$ cat config.mk
export PLATFORM = sky130hd
export DESIGN_NAME = nano_dbg_spi_slave_flat
export DESIGN_NICKNAME = d
export VERILOG_FILES = /design/src/rtl/nano_dbg_spi_slave_pkg.sv /design/src/rtl/nano_dbg_spi_slave_if.sv /design/src/rtl/nano_dbg_spi_sync.sv /design/src/rtl/nano_dbg_spi_slave.sv /design/src/flat_wrapper.sv
export SDC_FILE = /design/constraint.sdc
export NUM_CORES = 1
export LEC_CHECK = 0
export CORE_ASPECT_RATIO = 2
export CORE_MARGIN = 5
export CORE_UTILIZATION = 58
export DETAILED_ROUTE_END_ITERATION = 8
export PLACE_DENSITY = 0.85
export SYNTH_ARGS = -nofsm -noshare
export SYNTH_HDL_FRONTEND = slang
export SYNTH_SLANG_ARGS = --single-unit
$ cat constraint.sdc
create_clock -name i_nano_clk -period 2.5 [get_ports i_nano_clk]
set_input_delay 0.5 -clock i_nano_clk [delete_from_list [all_inputs] [get_ports i_nano_clk]]
set_output_delay 0.5 -clock i_nano_clk [all_outputs]
set_load 0.01 [all_outputs]
$ cat src/rtl/nano_dbg_spi_slave_pkg.sv
// rtl/nano_dbg_spi_slave_pkg.sv - shared constants and types for the Nano SPI debug slave
// Contents: widths, frame length, command codes, FSM state type, command helper.
package nano_dbg_pkg;

    localparam int NANO_I_W_C     = 4;
    localparam int NANO_I_ADR_W_C = 9;
    localparam int SYNC_STAGES_C  = 2;
    localparam int FRAME_BITS_C   = 32;

    localparam logic [7:0] CMD_WRITE_C  = 8'h01;
    localparam logic [7:0] CMD_READ_C   = 8'h02;
    localparam logic [7:0] CMD_RUN_C    = 8'h03;
    localparam logic [7:0] CMD_STATUS_C = 8'h04;

    typedef enum logic [2:0] {
        ST_IDLE,
        ST_CMD,
        ST_ADDR,
        ST_DATA,
        ST_EXEC,
        ST_WAIT_DESEL
    } dbg_state_e;

    function automatic logic cmd_known(input logic [7:0] cmd);
        return (cmd == CMD_WRITE_C) || (cmd == CMD_READ_C) ||
               (cmd == CMD_RUN_C)   || (cmd == CMD_STATUS_C);
    endfunction

    // Commands whose DATA phase carries a byte back to the host on MISO.
    function automatic logic cmd_returns_data(input logic [7:0] cmd);
        return (cmd == CMD_READ_C) || (cmd == CMD_STATUS_C);
    endfunction

endpackage

$ cat src/rtl/nano_dbg_spi_slave_if.sv
// rtl/nano_dbg_spi_slave_if.sv - SPI pins plus boot IMEM port of the debug slave
// slave modport: SPI en_n/sclk/mosi and IMEM rdata in; MISO, IMEM we/re/addr/wdata out.
// master modport: the mirror image, used by the host side / IMEM owner.
interface nano_dbg_spi_slave_if #(
    parameter int NANO_I_W_C     = 4,
    parameter int NANO_I_ADR_W_C = 9
);
    logic                      i_dbg_spi_en_n;
    logic                      i_dbg_spi_sclk;
    logic                      i_dbg_spi_mosi;
    logic                      o_dbg_spi_miso;
    logic                      o_imem_we;
    logic                      o_imem_re;
    logic [NANO_I_ADR_W_C-1:0] o_imem_addr;
    logic [NANO_I_W_C-1:0]     o_imem_wdata;
    logic [NANO_I_W_C-1:0]     i_imem_rdata;

    modport slave (
        input  i_dbg_spi_en_n, i_dbg_spi_sclk, i_dbg_spi_mosi, i_imem_rdata,
        output o_dbg_spi_miso, o_imem_we, o_imem_re, o_imem_addr, o_imem_wdata
    );

    modport master (
        output i_dbg_spi_en_n, i_dbg_spi_sclk, i_dbg_spi_mosi, i_imem_rdata,
        input  o_dbg_spi_miso, o_imem_we, o_imem_re, o_imem_addr, o_imem_wdata
    );
endinterface

$ cat src/rtl/nano_dbg_spi_sync.sv
// rtl/nano_dbg_spi_sync.sv - synchronizer and edge detector for SPI en_n/sclk/mosi
// Ports: clk, rst_n (async, active low), raw en_n/sclk/mosi in;
//        synchronized en_n_s/mosi_s, one-cycle sclk_rise/sclk_fall/en_fall/en_rise out.
module nano_dbg_spi_sync #(
    parameter int SYNC_STAGES_C = 2
) (
    input  logic clk,
    input  logic rst_n,
    input  logic en_n,
    input  logic sclk,
    input  logic mosi,
    output logic en_n_s,
    output logic mosi_s,
    output logic sclk_rise,
    output logic sclk_fall,
    output logic en_fall,
    output logic en_rise
);
    logic [SYNC_STAGES_C-1:0] en_q;
    logic [SYNC_STAGES_C-1:0] sclk_q;
    logic [SYNC_STAGES_C-1:0] mosi_q;
    logic                     en_d;
    logic                     sclk_d;

    // Everything resets to 0, so a chip select already low at reset release
    // produces no falling edge and the slave keeps waiting for a fresh frame.
    always_ff @(posedge clk or negedge rst_n) begin
        if (!rst_n) begin
            en_q   <= '0;
            sclk_q <= '0;
            mosi_q <= '0;
            en_d   <= 1'b0;
            sclk_d <= 1'b0;
        end else begin
            en_q   <= {en_q[SYNC_STAGES_C-2:0], en_n};
            sclk_q <= {sclk_q[SYNC_STAGES_C-2:0], sclk};
            mosi_q <= {mosi_q[SYNC_STAGES_C-2:0], mosi};
            en_d   <= en_q[SYNC_STAGES_C-1];
            sclk_d <= sclk_q[SYNC_STAGES_C-1];
        end
    end

    assign en_n_s    = en_q[SYNC_STAGES_C-1];
    assign mosi_s    = mosi_q[SYNC_STAGES_C-1];
    assign sclk_rise =  sclk_q[SYNC_STAGES_C-1] & ~sclk_d;
    assign sclk_fall = ~sclk_q[SYNC_STAGES_C-1] &  sclk_d;
    assign en_fall   = ~en_q[SYNC_STAGES_C-1]   &  en_d;
    assign en_rise   =  en_q[SYNC_STAGES_C-1]   & ~en_d;
endmodule

$ cat src/rtl/nano_dbg_spi_slave.sv
// rtl/nano_dbg_spi_slave.sv - SPI debug slave: 32-bit frames to IMEM write/read, run gate, status
// Ports: i_nano_clk, i_nano_rst_n (async, active low); dbg (slave modport: SPI pins, IMEM port);
//        o_core_run (1 = core released), o_dbg_err (sticky protocol error).
module nano_dbg_spi_slave
    import nano_dbg_pkg::*;
#(
    parameter int NANO_I_W_C     = nano_dbg_pkg::NANO_I_W_C,
    parameter int NANO_I_ADR_W_C = nano_dbg_pkg::NANO_I_ADR_W_C,
    parameter int SYNC_STAGES_C  = nano_dbg_pkg::SYNC_STAGES_C
) (
    input  logic                 i_nano_clk,
    input  logic                 i_nano_rst_n,
    nano_dbg_spi_slave_if.slave  dbg,
    output logic                 o_core_run,
    output logic                 o_dbg_err
);
    logic en_n_s, mosi_s, sclk_rise, sclk_fall, en_fall, en_rise;

    nano_dbg_spi_sync #(.SYNC_STAGES_C(SYNC_STAGES_C)) u_sync (
        .clk       (i_nano_clk),
        .rst_n     (i_nano_rst_n),
        .en_n      (dbg.i_dbg_spi_en_n),
        .sclk      (dbg.i_dbg_spi_sclk),
        .mosi      (dbg.i_dbg_spi_mosi),
        .en_n_s    (en_n_s),
        .mosi_s    (mosi_s),
        .sclk_rise (sclk_rise),
        .sclk_fall (sclk_fall),
        .en_fall   (en_fall),
        .en_rise   (en_rise)
    );

    dbg_state_e                state;
    logic [5:0]                bit_cnt;
    logic [15:0]               rx_sr;
    logic [7:0]                cmd_q;
    logic [15:0]               addr_q;
    logic [NANO_I_W_C-1:0]     data_q;
    logic [7:0]                tx_sr;
    logic                      rd_cap;

    // Field values as they complete on the current rise (shift register plus incoming bit).
    logic [7:0]  byte_nxt;
    logic [15:0] addr_nxt;
    logic        addr_nxt_ok;
    logic        addr_q_ok;

    assign byte_nxt    = {rx_sr[6:0], mosi_s};
    assign addr_nxt    = {rx_sr[14:0], mosi_s};
    assign addr_nxt_ok = (addr_nxt[15:NANO_I_ADR_W_C] == '0);
    assign addr_q_ok   = (addr_q[15:NANO_I_ADR_W_C] == '0);

    always_ff @(posedge i_nano_clk or negedge i_nano_rst_n) begin
        if (!i_nano_rst_n) begin
            state              <= ST_IDLE;
            bit_cnt            <= '0;
            rx_sr              <= '0;
            cmd_q              <= '0;
            addr_q             <= '0;
            data_q             <= '0;
            tx_sr              <= '0;
            rd_cap             <= 1'b0;
            o_core_run         <= 1'b0;
            o_dbg_err          <= 1'b0;
            dbg.o_dbg_spi_miso <= 1'b0;
            dbg.o_imem_we      <= 1'b0;
            dbg.o_imem_re      <= 1'b0;
            dbg.o_imem_addr    <= '0;
            dbg.o_imem_wdata   <= '0;
        end else begin
            dbg.o_imem_we <= 1'b0;
            dbg.o_imem_re <= 1'b0;
            // IMEM answers one cycle after the read strobe; grab it then.
            rd_cap        <= dbg.o_imem_re;
            if (rd_cap) begin
                tx_sr <= 8'(dbg.i_imem_rdata);
            end

            if (sclk_rise) begin
                rx_sr <= addr_nxt;
            end

            case (state)
                ST_IDLE: begin
                    dbg.o_dbg_spi_miso <= 1'b0;
                    if (en_fall) begin
                        state   <= ST_CMD;
                        bit_cnt <= '0;
                    end
                end

                ST_CMD, ST_ADDR, ST_DATA: begin
                    if (en_rise) begin
                        // Aborted frame: nothing committed, error flag untouched.
                        state              <= ST_IDLE;
                        dbg.o_dbg_spi_miso <= 1'b0;
                    end else begin
                        if (sclk_rise) begin
                            bit_cnt <= bit_cnt + 6'd1;
                        end
                        if (state == ST_CMD && sclk_rise && bit_cnt == 6'd7) begin
                            cmd_q <= byte_nxt;
                            if (cmd_known(byte_nxt)) begin
                                state <= ST_ADDR;
                            end else begin
                                o_dbg_err <= 1'b1;
                                state     <= ST_WAIT_DESEL;
                            end
                        end
                        if (state == ST_ADDR && sclk_rise && bit_cnt == 6'd23) begin
                            addr_q <= addr_nxt;
                            state  <= ST_DATA;
                            if (cmd_q == CMD_READ_C) begin
                                if (addr_nxt_ok) begin
                                    dbg.o_imem_re   <= 1'b1;
                                    dbg.o_imem_addr <= addr_nxt[NANO_I_ADR_W_C-1:0];
                                end else begin
                                    o_dbg_err <= 1'b1;
                                    tx_sr     <= '0;
                                end
                            end else if (cmd_q == CMD_STATUS_C) begin
                                tx_sr <= {o_core_run, o_dbg_err, 6'b0};
                            end
                        end
                        if (state == ST_DATA) begin
                            if (sclk_rise && bit_cnt == 6'd31) begin
                                data_q             <= byte_nxt[NANO_I_W_C-1:0];
                                state              <= ST_EXEC;
                                dbg.o_dbg_spi_miso <= 1'b0;
                            end else if (sclk_fall && cmd_returns_data(cmd_q)) begin
                                dbg.o_dbg_spi_miso <= tx_sr[7];
                                tx_sr              <= {tx_sr[6:0], 1'b0};
                            end
                        end
                    end
                end

                ST_EXEC: begin
                    dbg.o_dbg_spi_miso <= 1'b0;
                    state              <= ST_WAIT_DESEL;
                    case (cmd_q)
                        CMD_WRITE_C: begin
                            if (addr_q_ok) begin
                                dbg.o_imem_we    <= 1'b1;
                                dbg.o_imem_addr  <= addr_q[NANO_I_ADR_W_C-1:0];
                                dbg.o_imem_wdata <= data_q;
                            end else begin
                                o_dbg_err <= 1'b1;
                            end
                        end
                        CMD_RUN_C:    o_core_run <= data_q[0];
                        // The status byte has already left on MISO, so clearing now is safe.
                        CMD_STATUS_C: o_dbg_err  <= 1'b0;
                        default:      ;
                    endcase
                end

                ST_WAIT_DESEL: begin
                    dbg.o_dbg_spi_miso <= 1'b0;
                    if (en_n_s) begin
                        state <= ST_IDLE;
                    end
                end

                default: state <= ST_IDLE;
            endcase
        end
    end
endmodule

$ cat src/flat_wrapper.sv
// flat-port wrapper written by rule: the top's interface ports become plain ports
module nano_dbg_spi_slave_flat import nano_dbg_pkg::*;
#(
    parameter int NANO_I_W_C     = nano_dbg_pkg::NANO_I_W_C,
    parameter int NANO_I_ADR_W_C = nano_dbg_pkg::NANO_I_ADR_W_C,
    parameter int SYNC_STAGES_C  = nano_dbg_pkg::SYNC_STAGES_C
)
  (i_nano_clk, i_nano_rst_n, o_core_run, o_dbg_err, dbg_i_dbg_spi_en_n, dbg_i_dbg_spi_sclk, dbg_i_dbg_spi_mosi, dbg_i_imem_rdata, dbg_o_dbg_spi_miso, dbg_o_imem_we, dbg_o_imem_re, dbg_o_imem_addr, dbg_o_imem_wdata);
  nano_dbg_spi_slave_if #(.NANO_I_W_C(NANO_I_W_C), .NANO_I_ADR_W_C(NANO_I_ADR_W_C)) dbg_i ();
  input  logic i_nano_clk;
  input  logic i_nano_rst_n;
  output logic o_core_run;
  output logic o_dbg_err;
  input wire logic [$bits(dbg_i.i_dbg_spi_en_n)-1:0] dbg_i_dbg_spi_en_n;
  input wire logic [$bits(dbg_i.i_dbg_spi_sclk)-1:0] dbg_i_dbg_spi_sclk;
  input wire logic [$bits(dbg_i.i_dbg_spi_mosi)-1:0] dbg_i_dbg_spi_mosi;
  input wire logic [$bits(dbg_i.i_imem_rdata)-1:0] dbg_i_imem_rdata;
  output wire logic [$bits(dbg_i.o_dbg_spi_miso)-1:0] dbg_o_dbg_spi_miso;
  output wire logic [$bits(dbg_i.o_imem_we)-1:0] dbg_o_imem_we;
  output wire logic [$bits(dbg_i.o_imem_re)-1:0] dbg_o_imem_re;
  output wire logic [$bits(dbg_i.o_imem_addr)-1:0] dbg_o_imem_addr;
  output wire logic [$bits(dbg_i.o_imem_wdata)-1:0] dbg_o_imem_wdata;
  assign dbg_i.i_dbg_spi_en_n = dbg_i_dbg_spi_en_n;
  assign dbg_i.i_dbg_spi_sclk = dbg_i_dbg_spi_sclk;
  assign dbg_i.i_dbg_spi_mosi = dbg_i_dbg_spi_mosi;
  assign dbg_i.i_imem_rdata = dbg_i_imem_rdata;
  assign dbg_o_dbg_spi_miso = dbg_i.o_dbg_spi_miso;
  assign dbg_o_imem_we = dbg_i.o_imem_we;
  assign dbg_o_imem_re = dbg_i.o_imem_re;
  assign dbg_o_imem_addr = dbg_i.o_imem_addr;
  assign dbg_o_imem_wdata = dbg_i.o_imem_wdata;
  nano_dbg_spi_slave #(.NANO_I_W_C(NANO_I_W_C), .NANO_I_ADR_W_C(NANO_I_ADR_W_C), .SYNC_STAGES_C(SYNC_STAGES_C)) u_core (.i_nano_clk(i_nano_clk), .i_nano_rst_n(i_nano_rst_n), .dbg(dbg_i), .o_core_run(o_core_run), .o_dbg_err(o_dbg_err));
endmodule
==> reports/metrics.yaml <==
drtIter0Drc: 195
rsz0062_at_grt: "no"
cts_tree: "yes"
core_area_mm2: 0.006569
firstDrtPassIters: 4
overflow: 0
synth_edf_count: 0
drc_errors: 0
clk_latency_ps: 340
synthMuxAreaShare_pct: 19.14
syn-mean-instance-area_um2: 12.28
synthArstFlopShare_pct: 100.0
required_ps: 2720
wl_per_cell_um: 17.87
die_area_mm2: 0.008478
criticalPathCategory: "flop to flop"
die_width_um: 67.66
synth_fp_nets: 324
cp.arrival_ps: 2370
status: "finished clean"
yosys_warnings: 0
synth_seq_cells: 87
regArea_mm2: 0.002177
hpwl_mm: 5.712
finalSetupViolCount: 0
slew_headroom_pct: 61.84
power_density_mw_per_mm2: 732.3
yosys.area_share.xor_xnor_pct: 0
synth-seq-area-share_pct: 56.46
fillers: 463
cts_buffers: 9
finalHoldViolCount: 0
synthDistinctLibCells: 48
drv_cap: 0
globalRouteTotalUtil_pct: 21.07
port_buffers: 26
worstSetupEndpointType: "flop"
synth_ff_type: "dfrtp_1"
final-max-slew-violation-count: 0
crit_fanout: 7
synthCells: 314
htreeDepth: 3
grt_start_max_net_pins: 48
finalNetCount: 362
n_antenna_cell: 0
multi_input_area_mm2: 0.001600
drt_wl_total_mm: 7.952
post-place-ws_ps: 370.8
skew_ps: 9.176
via_count: 2610
clock-root-buffer: "clkbuf_16"
clkTransAtPathRegs_ps: 60
clock_sinks: 87
synth_top_family_by_area: "multiplexers"
post-route-min-period_ps: 2156
gp_congestion: 0.9297
clockBufferDepth: 2
peakVddDrop_mv: 0.8256
antenna_found_initial: 0
use_met1_pct: 24.55
drive_gt1_share_pct: 26.61
fmax_ghz: 0.4639
yosys.area_share.simple_pct: 14.57
leakage_nw: 2.130
hold_path_class: "flop to flop"
tightestPinTransition_ps: 567.2
fp.dieH_um: 125.3
hold_slack_ps: 347.1
synth_fa_ha_area_share_pct: 0.3245
use_met3_pct: 4.578
routed_via_density: 5.865
synth-compound-area-share_pct: 7.463
rows: 42
global_route.usage.met2_pct: 34.18
synthToLayoutAreaGrowth_pct: 18.49
cp-start-kind: "flop"
setup_slack_ps: 344.5
busiest_layer: "met2"
syn_area_mm2: 0.003856
grt_pass1_wl_mm: 13.42
setup_tns_ps: 0
final.period_utilization_pct: 86.22
initial_core_util_pct: 58.70
grt_pass1_vias: 2779
pin_count: 27
ant_nets: 0
## logic make-up after synthesis
kind of cell / Yosys count
muxes: 63
buffers and inverters: 16
and+or+nand+nor: 106
adders and majority gates: 1
DFF: 87
AOI/OAI and AO/OA: 41
## worst max-delay path: stages (launching register included)
cell	delay, ps
dfrtp_1	400
nor4_4	360
nand3_1	270
a2111oi_2	590
nor4b_1	130
a221o_1	290
## power by group
part / leakage (nW) / internal (mW) / switching, mW
sequential: 1.16 / 1.52 / 0.152
clock: 0.139 / 0.782 / 0.553
combinational: 0.836 / 0.168 / 0.167
## cells in the mapped netlist, types with 3 or more instances
library cell | count | area (um2)
a22o_1 | 3 | 26.28
a31oi_1 | 4 | 25.02
buf_2 | 4 | 20.02
clkbuf_1 | 3 | 11.26
dfrtp_1 | 87 | 2177
inv_1 | 6 | 22.52
mux2_2 | 50 | 563.0
mux2_4 | 9 | 135.1
mux2i_1 | 4 | 40.04
nand2_1 | 44 | 165.2
nand2b_1 | 4 | 25.02
nand3_1 | 3 | 15.01
nor2_1 | 14 | 52.55
nor2b_1 | 3 | 18.77
nor3_1 | 11 | 55.05
nor4_1 | 4 | 25.02
o21ai_0 | 20 | 100.1
or3_1 | 3 | 18.77
## cells in the final DEF (no fill, tap or decap), types with 3 or more instances in the layout
| cell | instances |
|---|---|
| dfrtp_1 | 87 |
| mux2_2 | 50 |
| nand2_1 | 44 |
| clkdlybuf4s50_1 | 25 |
| o21ai_0 | 20 |
| nor2_1 | 14 |
| nor3_1 | 11 |
| buf_4 | 10 |
| mux2_4 | 9 |
| clkbuf_16 | 9 |
| inv_1 | 6 |
| nand2b_1 | 4 |
| nor4_1 | 4 |
| mux2i_1 | 4 |
| a31oi_1 | 4 |
| nand3_1 | 3 |
| nor2b_1 | 3 |
| a22o_1 | 3 |
| or3_1 | 3 |
| clkinvlp_4 | 3 |
## path summary, 6_finish.rpt
| check | start | end | slack (ps) | depth (start not counted) |
|---|---|---|---|---|
| max in group asynchronous | i_nano_rst_n | u_core.dbg.o_imem_addr[3] | 1350 | 3 |
| worst max-delay path | u_core.cmd_q[5] | u_core.tx_sr[6] | 340 | 5 |
| worst min register to register | u_core.u_sync.sclk_q[0] | u_core.u_sync.sclk_q[1] | 350 | 0 |
| worst min-delay path | u_core.u_sync.sclk_q[0] | u_core.u_sync.sclk_q[1] | 350 | 0 |
| worst max register to register | u_core.cmd_q[5] | u_core.tx_sr[6] | 340 | 5 |
| min in group asynchronous | i_nano_rst_n | u_core.dbg.o_dbg_spi_miso | 530 | 2 |
## cell type report
type                            instances  share of cell area, %
Sequential cell                        87                  47.65
Multi-Input combinational cell        211                  35.02
Clock buffer                            9                  4.929
Timing Repair Buffer                   37                  7.777
Tap cell                               88                  2.410
Clock inverter                          7                  1.725
Inverter                                6                 0.4929
## sequential cells by signal, indices dropped and copies added (netlist names), 3 cells and up
register,flops
u_core.addr_q,16
u_core.tx_sr,8
u_core.dbg.o_imem_wdata,4
u_core.dbg.o_imem_addr,9
u_core.state,3
u_core.cmd_q,8
u_core.bit_cnt,6
u_core.rx_sr,15
u_core.data_q,4
## layer usage
metal	wire length (um)	up-vias
met5	0	-
met4	348	0
met3	255	26
met2	4293	59
met1	3053	1324
li1	-	1201
## repair_timing
action                    4_1_cts  5_1_grt
resized for setup               0        0
hold endpoints to repair        6        0
setup buffers                   0        0
hold buffers                    1        0
## per-stage QoR
step,cell area [um2],total power [mW],cells,util (%)
5_1_grt,4569,3.498,445,69.56
2_1_floorplan,3856,1.872,314,-
3_3_place_gp,4255,2.005,428,64.78
6_report,4569,3.346,445,69.56
4_1_cts,4569,3.374,445,69.56
3_5_place_dp,4255,2.031,428,64.78
Note: power is estimated with default switching activity, not from simulation.
